==> config.mk <==
export PLATFORM = sky130hd
export DESIGN_NAME = sram256x8_ctrl
export DESIGN_NICKNAME = d
export VERILOG_FILES = /design/src/rtl/sram256x8_ctrl.sv
export SDC_FILE = /design/constraint.sdc
export NUM_CORES = 1
export LEC_CHECK = 0
export BUFFER_PORTS_ARGS = -buffer_cell sky130_fd_sc_hd__buf_2
export CAP_MARGIN = 30
export CORE_MARGIN = 8
export CORE_UTILIZATION = 43
export CTS_BUF_LIST = sky130_fd_sc_hd__clkbuf_4 sky130_fd_sc_hd__clkbuf_8 sky130_fd_sc_hd__clkbuf_16
export DETAILED_ROUTE_END_ITERATION = 8
export PLACE_DENSITY = 0.74
export SYNTH_ARGS = -nofsm -noshare
export SYNTH_HDL_FRONTEND = slang
export SYNTH_SLANG_ARGS = --single-unit
==> constraint.sdc <==
create_clock -name clock -period 1.2 [get_ports clock]
set_input_delay 0.12 -clock clock [delete_from_list [all_inputs] [get_ports clock]]
set_output_delay 0.12 -clock clock [all_outputs]
set_load 0.05 [all_outputs]
==> src/rtl/sram256x8_ctrl.sv <==
// Request/response controller for a 256x8 synchronous SRAM macro strobed on sram_CE rising edge.
// Optional power-up init sweep of INIT_VALUE to all addresses: define SRAM256X8_CTRL_INIT_EN.
module sram256x8_ctrl #(
    parameter logic [7:0] INIT_VALUE = 8'h00
) (
    input  logic       clock,
    input  logic       reset,
    input  logic       req_valid,
    output logic       req_ready,
    input  logic       req_write,
    input  logic [7:0] req_addr,
    input  logic [7:0] req_wdata,
    output logic       resp_valid,
    input  logic       resp_ready,
    output logic [7:0] resp_rdata,
    output logic [7:0] sram_A,
    output logic       sram_CE,
    output logic       sram_WEB,
    output logic       sram_OEB,
    output logic       sram_CSB,
    output logic [7:0] sram_I,
    input  logic [7:0] sram_O
);

`ifdef SRAM256X8_CTRL_INIT_EN
    typedef enum logic [2:0] {
        IDLE, SETUP, STROBE, CAPTURE, RESP, INIT_SETUP, INIT_STROBE
    } state_t;
`else
    typedef enum logic [2:0] {
        IDLE, SETUP, STROBE, CAPTURE, RESP
    } state_t;
`endif

    state_t     state_q;
    logic       write_q;
    logic       ready_q;
    logic       resp_valid_q;
    logic [7:0] rdata_q;
    logic [7:0] a_q;
    logic [7:0] i_q;
    logic       ce_q;
    logic       csb_q;
    logic       web_q;
    logic       oeb_q;

    always_ff @(posedge clock) begin
        if (reset) begin
            resp_valid_q <= 1'b0;
            rdata_q      <= '0;
            write_q      <= 1'b0;
            ce_q         <= 1'b0;
            oeb_q        <= 1'b1;
            a_q          <= '0;
`ifdef SRAM256X8_CTRL_INIT_EN
            // Pin registers preload the first sweep SETUP; outputs are masked while reset is high.
            state_q      <= INIT_SETUP;
            ready_q      <= 1'b0;
            i_q          <= INIT_VALUE;
            csb_q        <= 1'b0;
            web_q        <= 1'b0;
`else
            state_q      <= IDLE;
            ready_q      <= 1'b1;
            i_q          <= '0;
            csb_q        <= 1'b1;
            web_q        <= 1'b1;
`endif
        end else begin
            unique case (state_q)
                IDLE: begin
                    if (req_valid) begin
                        state_q <= SETUP;
                        ready_q <= 1'b0;
                        write_q <= req_write;
                        a_q     <= req_addr;
                        i_q     <= req_wdata;
                        csb_q   <= 1'b0;
                        web_q   <= ~req_write;
                        ce_q    <= 1'b0;
                        oeb_q   <= 1'b1;
                    end
                end
                SETUP: begin
                    state_q <= STROBE;
                    ce_q    <= 1'b1;
                end
                STROBE: begin
                    ce_q <= 1'b0;
                    if (write_q) begin
                        state_q      <= RESP;
                        csb_q        <= 1'b1;
                        web_q        <= 1'b1;
                        resp_valid_q <= 1'b1;
                        rdata_q      <= '0;
                    end else begin
                        state_q <= CAPTURE;
                        oeb_q   <= 1'b0;
                    end
                end
                CAPTURE: begin
                    state_q      <= RESP;
                    rdata_q      <= sram_O;
                    oeb_q        <= 1'b1;
                    csb_q        <= 1'b1;
                    resp_valid_q <= 1'b1;
                end
                RESP: begin
                    if (resp_ready) begin
                        state_q      <= IDLE;
                        resp_valid_q <= 1'b0;
                        ready_q      <= 1'b1;
                    end
                end
`ifdef SRAM256X8_CTRL_INIT_EN
                INIT_SETUP: begin
                    state_q <= INIT_STROBE;
                    ce_q    <= 1'b1;
                end
                INIT_STROBE: begin
                    ce_q <= 1'b0;
                    if (a_q == 8'hFF) begin
                        state_q <= IDLE;
                        csb_q   <= 1'b1;
                        web_q   <= 1'b1;
                        ready_q <= 1'b1;
                    end else begin
                        state_q <= INIT_SETUP;
                        a_q     <= a_q + 8'd1;
                    end
                end
`endif
                default: begin
                    state_q      <= IDLE;
                    ready_q      <= 1'b1;
                    resp_valid_q <= 1'b0;
                    ce_q         <= 1'b0;
                    csb_q        <= 1'b1;
                    web_q        <= 1'b1;
                    oeb_q        <= 1'b1;
                end
            endcase
        end
    end

    // Reset is synchronous to clock, so masking with it keeps the pins glitch-free.
    assign req_ready  = ready_q & ~reset;
    assign resp_valid = resp_valid_q & ~reset;
    assign resp_rdata = reset ? 8'h00 : rdata_q;
    assign sram_A     = reset ? 8'h00 : a_q;
    assign sram_I     = reset ? 8'h00 : i_q;
    assign sram_CE    = ce_q & ~reset;
    assign sram_CSB   = csb_q | reset;
    assign sram_WEB   = web_q | reset;
    assign sram_OEB   = oeb_q | reset;

endmodule

# == After elaboration in Yosys (flattened, before gate mapping) ==
# Index checks and enable logic that the tools add are counted.
# word_totals
ff_bits,34
elab_cells,70
# classes
eq_ne,8
n_mux,22
bitwise_logic,13
n_reduce_logical,16
# op_table
cell,n
two-way mux 8 bit,4
case mux 8 bit (2 select lines),1
case mux 1 bit (3 select lines),5
case mux 3 bit (5 select lines),1
AND reduction 3 bit,5
two-way mux 3 bit,3
"inequality test 2 bit, second input constant",4
AND reduction 2 bit,4
two-way mux 1 bit,7
NOT 1 bit,7
"equality test 3 x 2 -> 1 bit, second input constant",2
OR reduction 2 bit,3
OR reduction 3 bit,2
case mux 1 bit (4 select lines),1
AND 1 bit,3
"equality test 3 x 1 -> 1 bit, second input constant",1
"equality test 3 bit, second input constant",1
zero test 3 bit,1
bitwise OR 1 bit,3
nonzero test 2 bit,1

# == Longest topological paths before layout ==
# logic_depth
word_depth,4
depth_mapped,6
ltp_nobuf,4

# == Worst setup path after synthesis ==
# Ideal clock, no wire load.
# synth_timing
kind,input to output
startpoint,input port reset
endpoint,output port resp_valid
t_arrival_ps,1253
required_ps,1080
slack_ps,-173
cell_stages,4
n_path_buf,3
path_cell_list,buf_2 -> buf_2 -> buf_2 -> nor2_1
# synth_between
elab_chain_len,2
# synth_lines
element,line_no,source
"start, declared",7,"input logic reset,"
NOT 1 bit,148,assign resp_valid = resp_valid_q & ~reset;
AND 1 bit,148,
"end, declared",13,"output logic resp_valid,"
# Every way passes these cells.

# == Final worst setup path ==
# layout_timing
startpoint,register state_q[1]
endpoint,register i_q[7]
# layout_between
elab_chain_len,2
# layout_lines
element,line_no,source
"start, declared",35,state_t state_q;
"start signal, assigned",63,state_q <= IDLE;
"start signal, assigned",73,state_q <= SETUP;
"start signal, assigned",85,state_q <= STROBE;
zero test 3 bit,70,unique case (state_q)
AND reduction 2 bit (no line),--,
"end signal, assigned",77,i_q <= req_wdata;
"end, declared",41,logic [7:0] i_q;
# Every way passes these cells.
# A chain may end at the register's enable or synchronous reset.

==> impl_metrics.ini <==
[run_status]
status = complete, but fails checks
violations = setup timing

[floorplanning]
dieHeight_um = 76.4
dieWidth_um = 76.4
rows = 22
initial_core_util_pct = 43.8
coreArea_um2 = 3580
ios = 59
dieArea_um2 = 5840

[synthesis]
synth_commonest_cells = nand2_1 (52), dfxtp_1 (34), nor2b_1 (26), a21oi_1 (22), o21ai_0 (9)
synth_top_area_share_pct = 43.4
postSynthAreaPerCell_um2 = 7.88
synth_flop_cell = dfxtp_1
synth_cell_type_count = 35
syn_nets = 228
syn_inst = 199
yosys-top-cells-area = dfxtp_1 (43%), nand2_1 (12%), nor2b_1 (10%), a21oi_1 (7.0%), o21ai_0 (2.9%)
synth-edff-count = 0
ys_ff_latch = 34
yosys.area.top_type = dfxtp_1
yosysSeqAreaShare_pct = 43.4
async_flop_share_pct = 0
yosysMostFrequentCell = nand2_1
yosys_warnings = 0
syn_area_um2 = 1570

[clock_network]
htree_levels = 2
clockRootBuffer = clkbuf_4
insertion_delay_ns = 0.33
cts_tree = built
path_clk_slew_ns = 0.09
clock_sinks = 34
cts_max_path_buffers = 2
tritoncts.num_buffers = 5

[timing]
fin_crit_sh_pct = 106
fmax_mhz = 785
fin_crit_ns = 1.27
slew_violations = 0
setup_viol = 22
slew_headroom_pct = 75.1
finalSetupTns_ns = -0.973
rsz0062_at_grt = yes
worst_pin_slew_ns = 0.364
worst_slack_ns = -0.0735
skew_ns = 0.00923
hold_viol_final = 0

[run]
cap_viol_max_count = 0

[routing]
wl_per_cell_um = 14.5
drt-initial-drc-count = 71
dr.pass1.iters = 4
final_antenna_net_count = 0
vias = 1677
viasPerCell = 5.07
wl_mm = 4.80
post-route-drc-count = 0

[grt]
grt_pass1_vias = 1612
grt.overflow.total = 0
grt_antenna_before_repair = 0
grt_pass1_wl_mm = 7.03
grt_use_total_pct = 14.1
grt_start_max_net_pins = 30

[place]
numPortBuffers = 58
gp_congestion = 0.809
dp_cells = 309
placed_area_um2 = 2060
preCtsSetupSlack_ns = -0.0847
dp_hpwl_mm = 2.73

[setup_path]
cp.required_ns = 1.46
worstPathArrival_ns = 1.54
start_kind = flip-flop
cp-end-kind = flip-flop
crit_fanout = 8
r2r_slack_ns = -0.07
critPathKind = flip-flop to flip-flop

[power]
peakVddDrop_uv = 803
powerDensity_nw_per_um2 = 1170
cellLeakagePower_nw = 1.17
total_power_mw = 3.14

[layout]
finalInstanceArea_um2 = 2680
finalNonFillerCells = 331
final_nets = 313
antenna_cells = 0
drive_gt1_share_pct = 59.4
syn2layout_area_growth_pct = 71.0

[worst_hold_path]
hp-class = input pin to flip-flop
[critical path: stages, from the launching register on]
cell       delay (ns)
dfxtp_2          0.34
nand2b_4         0.15
buf_6            0.12
nor3_4           0.14
buf_12           0.15
clkbuf_16        0.14
nand2_1          0.06
a21oi_1          0.12
[cell type report]
type,count,area [um^2]
Clock buffer,6,51.3
Fill cell,249,896
Inverter,4,17.5
Multi-Input combinational cell,147,1040
Sequential cell,34,693
Tap cell,48,60.1
Timing Repair Buffer,92,817
[sequential cells by signal, indices dropped and copies added, names as in the netlist]
register / cells
write_q: 1
ready_q: 1
resp_valid_q: 1
a_q: 8
rdata_q: 8
ce_q: 1
oeb_q: 1
state_q: 3
i_q: 8
csb_q: 1
web_q: 1
[path summary, 6_finish.rpt]
path	end	start	cells past startpoint
max	i_q[7]	state_q[1]	7
max reg2reg	i_q[7]	state_q[1]	7
min reg2reg	i_q[6]	i_q[6]	2
min	rdata_q[0]	sram_O[0]	3
[routing by layer]
metal	up-vias	wire (um)	track usage [%]
met5	-	0	0
met4	0	78	5.77
met3	10	198	3.66
met2	47	2530	26.1
met1	791	2000	14.5
li1	829	-	-
[through the flow]
step	util, %	hold slack (ns)
after floorplan	-	0.227
after global placement	57.4	0.312
after detailed placement	57.4	0.317
after CTS	65.5	0.00349
after global routing	75.0	0.00799
final	75.0	0.00681
[power by group]
part           switching [mW]  internal, mW  leakage (nW)
logic                   0.622         0.579         0.860
clock network           0.355         0.264        0.0302
registers              0.0883          1.23         0.281
[logic make-up (layout without fill, tap and decap cells)]
family          after synthesis  in the layout  share of synthesized area, %
buf+inv                      18            102                          6.22
flops                        34             34                          43.4
mux                           2              2                          1.36
compound gates               44             44                          16.7
simple gates                101            101                          32.4
[timing repair]
| item | in CTS | in global routing |
|---|---|---|
| endpoints found under the setup margin | 41 | 61 |
| endpoints found under the hold margin | 7 | 0 |
| hold buffers | 7 | 0 |
| gates cloned | 2 | 2 |
| buffers inserted | 3 | 2 |
| resized for setup | 48 | 93 |
| pin swaps | 13 | 21 |
[cells in the final DEF, fill, tap and decap left out, types with 11 or more instances in the layout]
cell      n
nor2b_2  14
buf_4    23
a21oi_1  11
buf_2    28
dfxtp_1  28
a21oi_2  11
nand2_2  16
nand2_1  26
buf_6    21
Note: power is estimated with default switching activity, not from simulation.
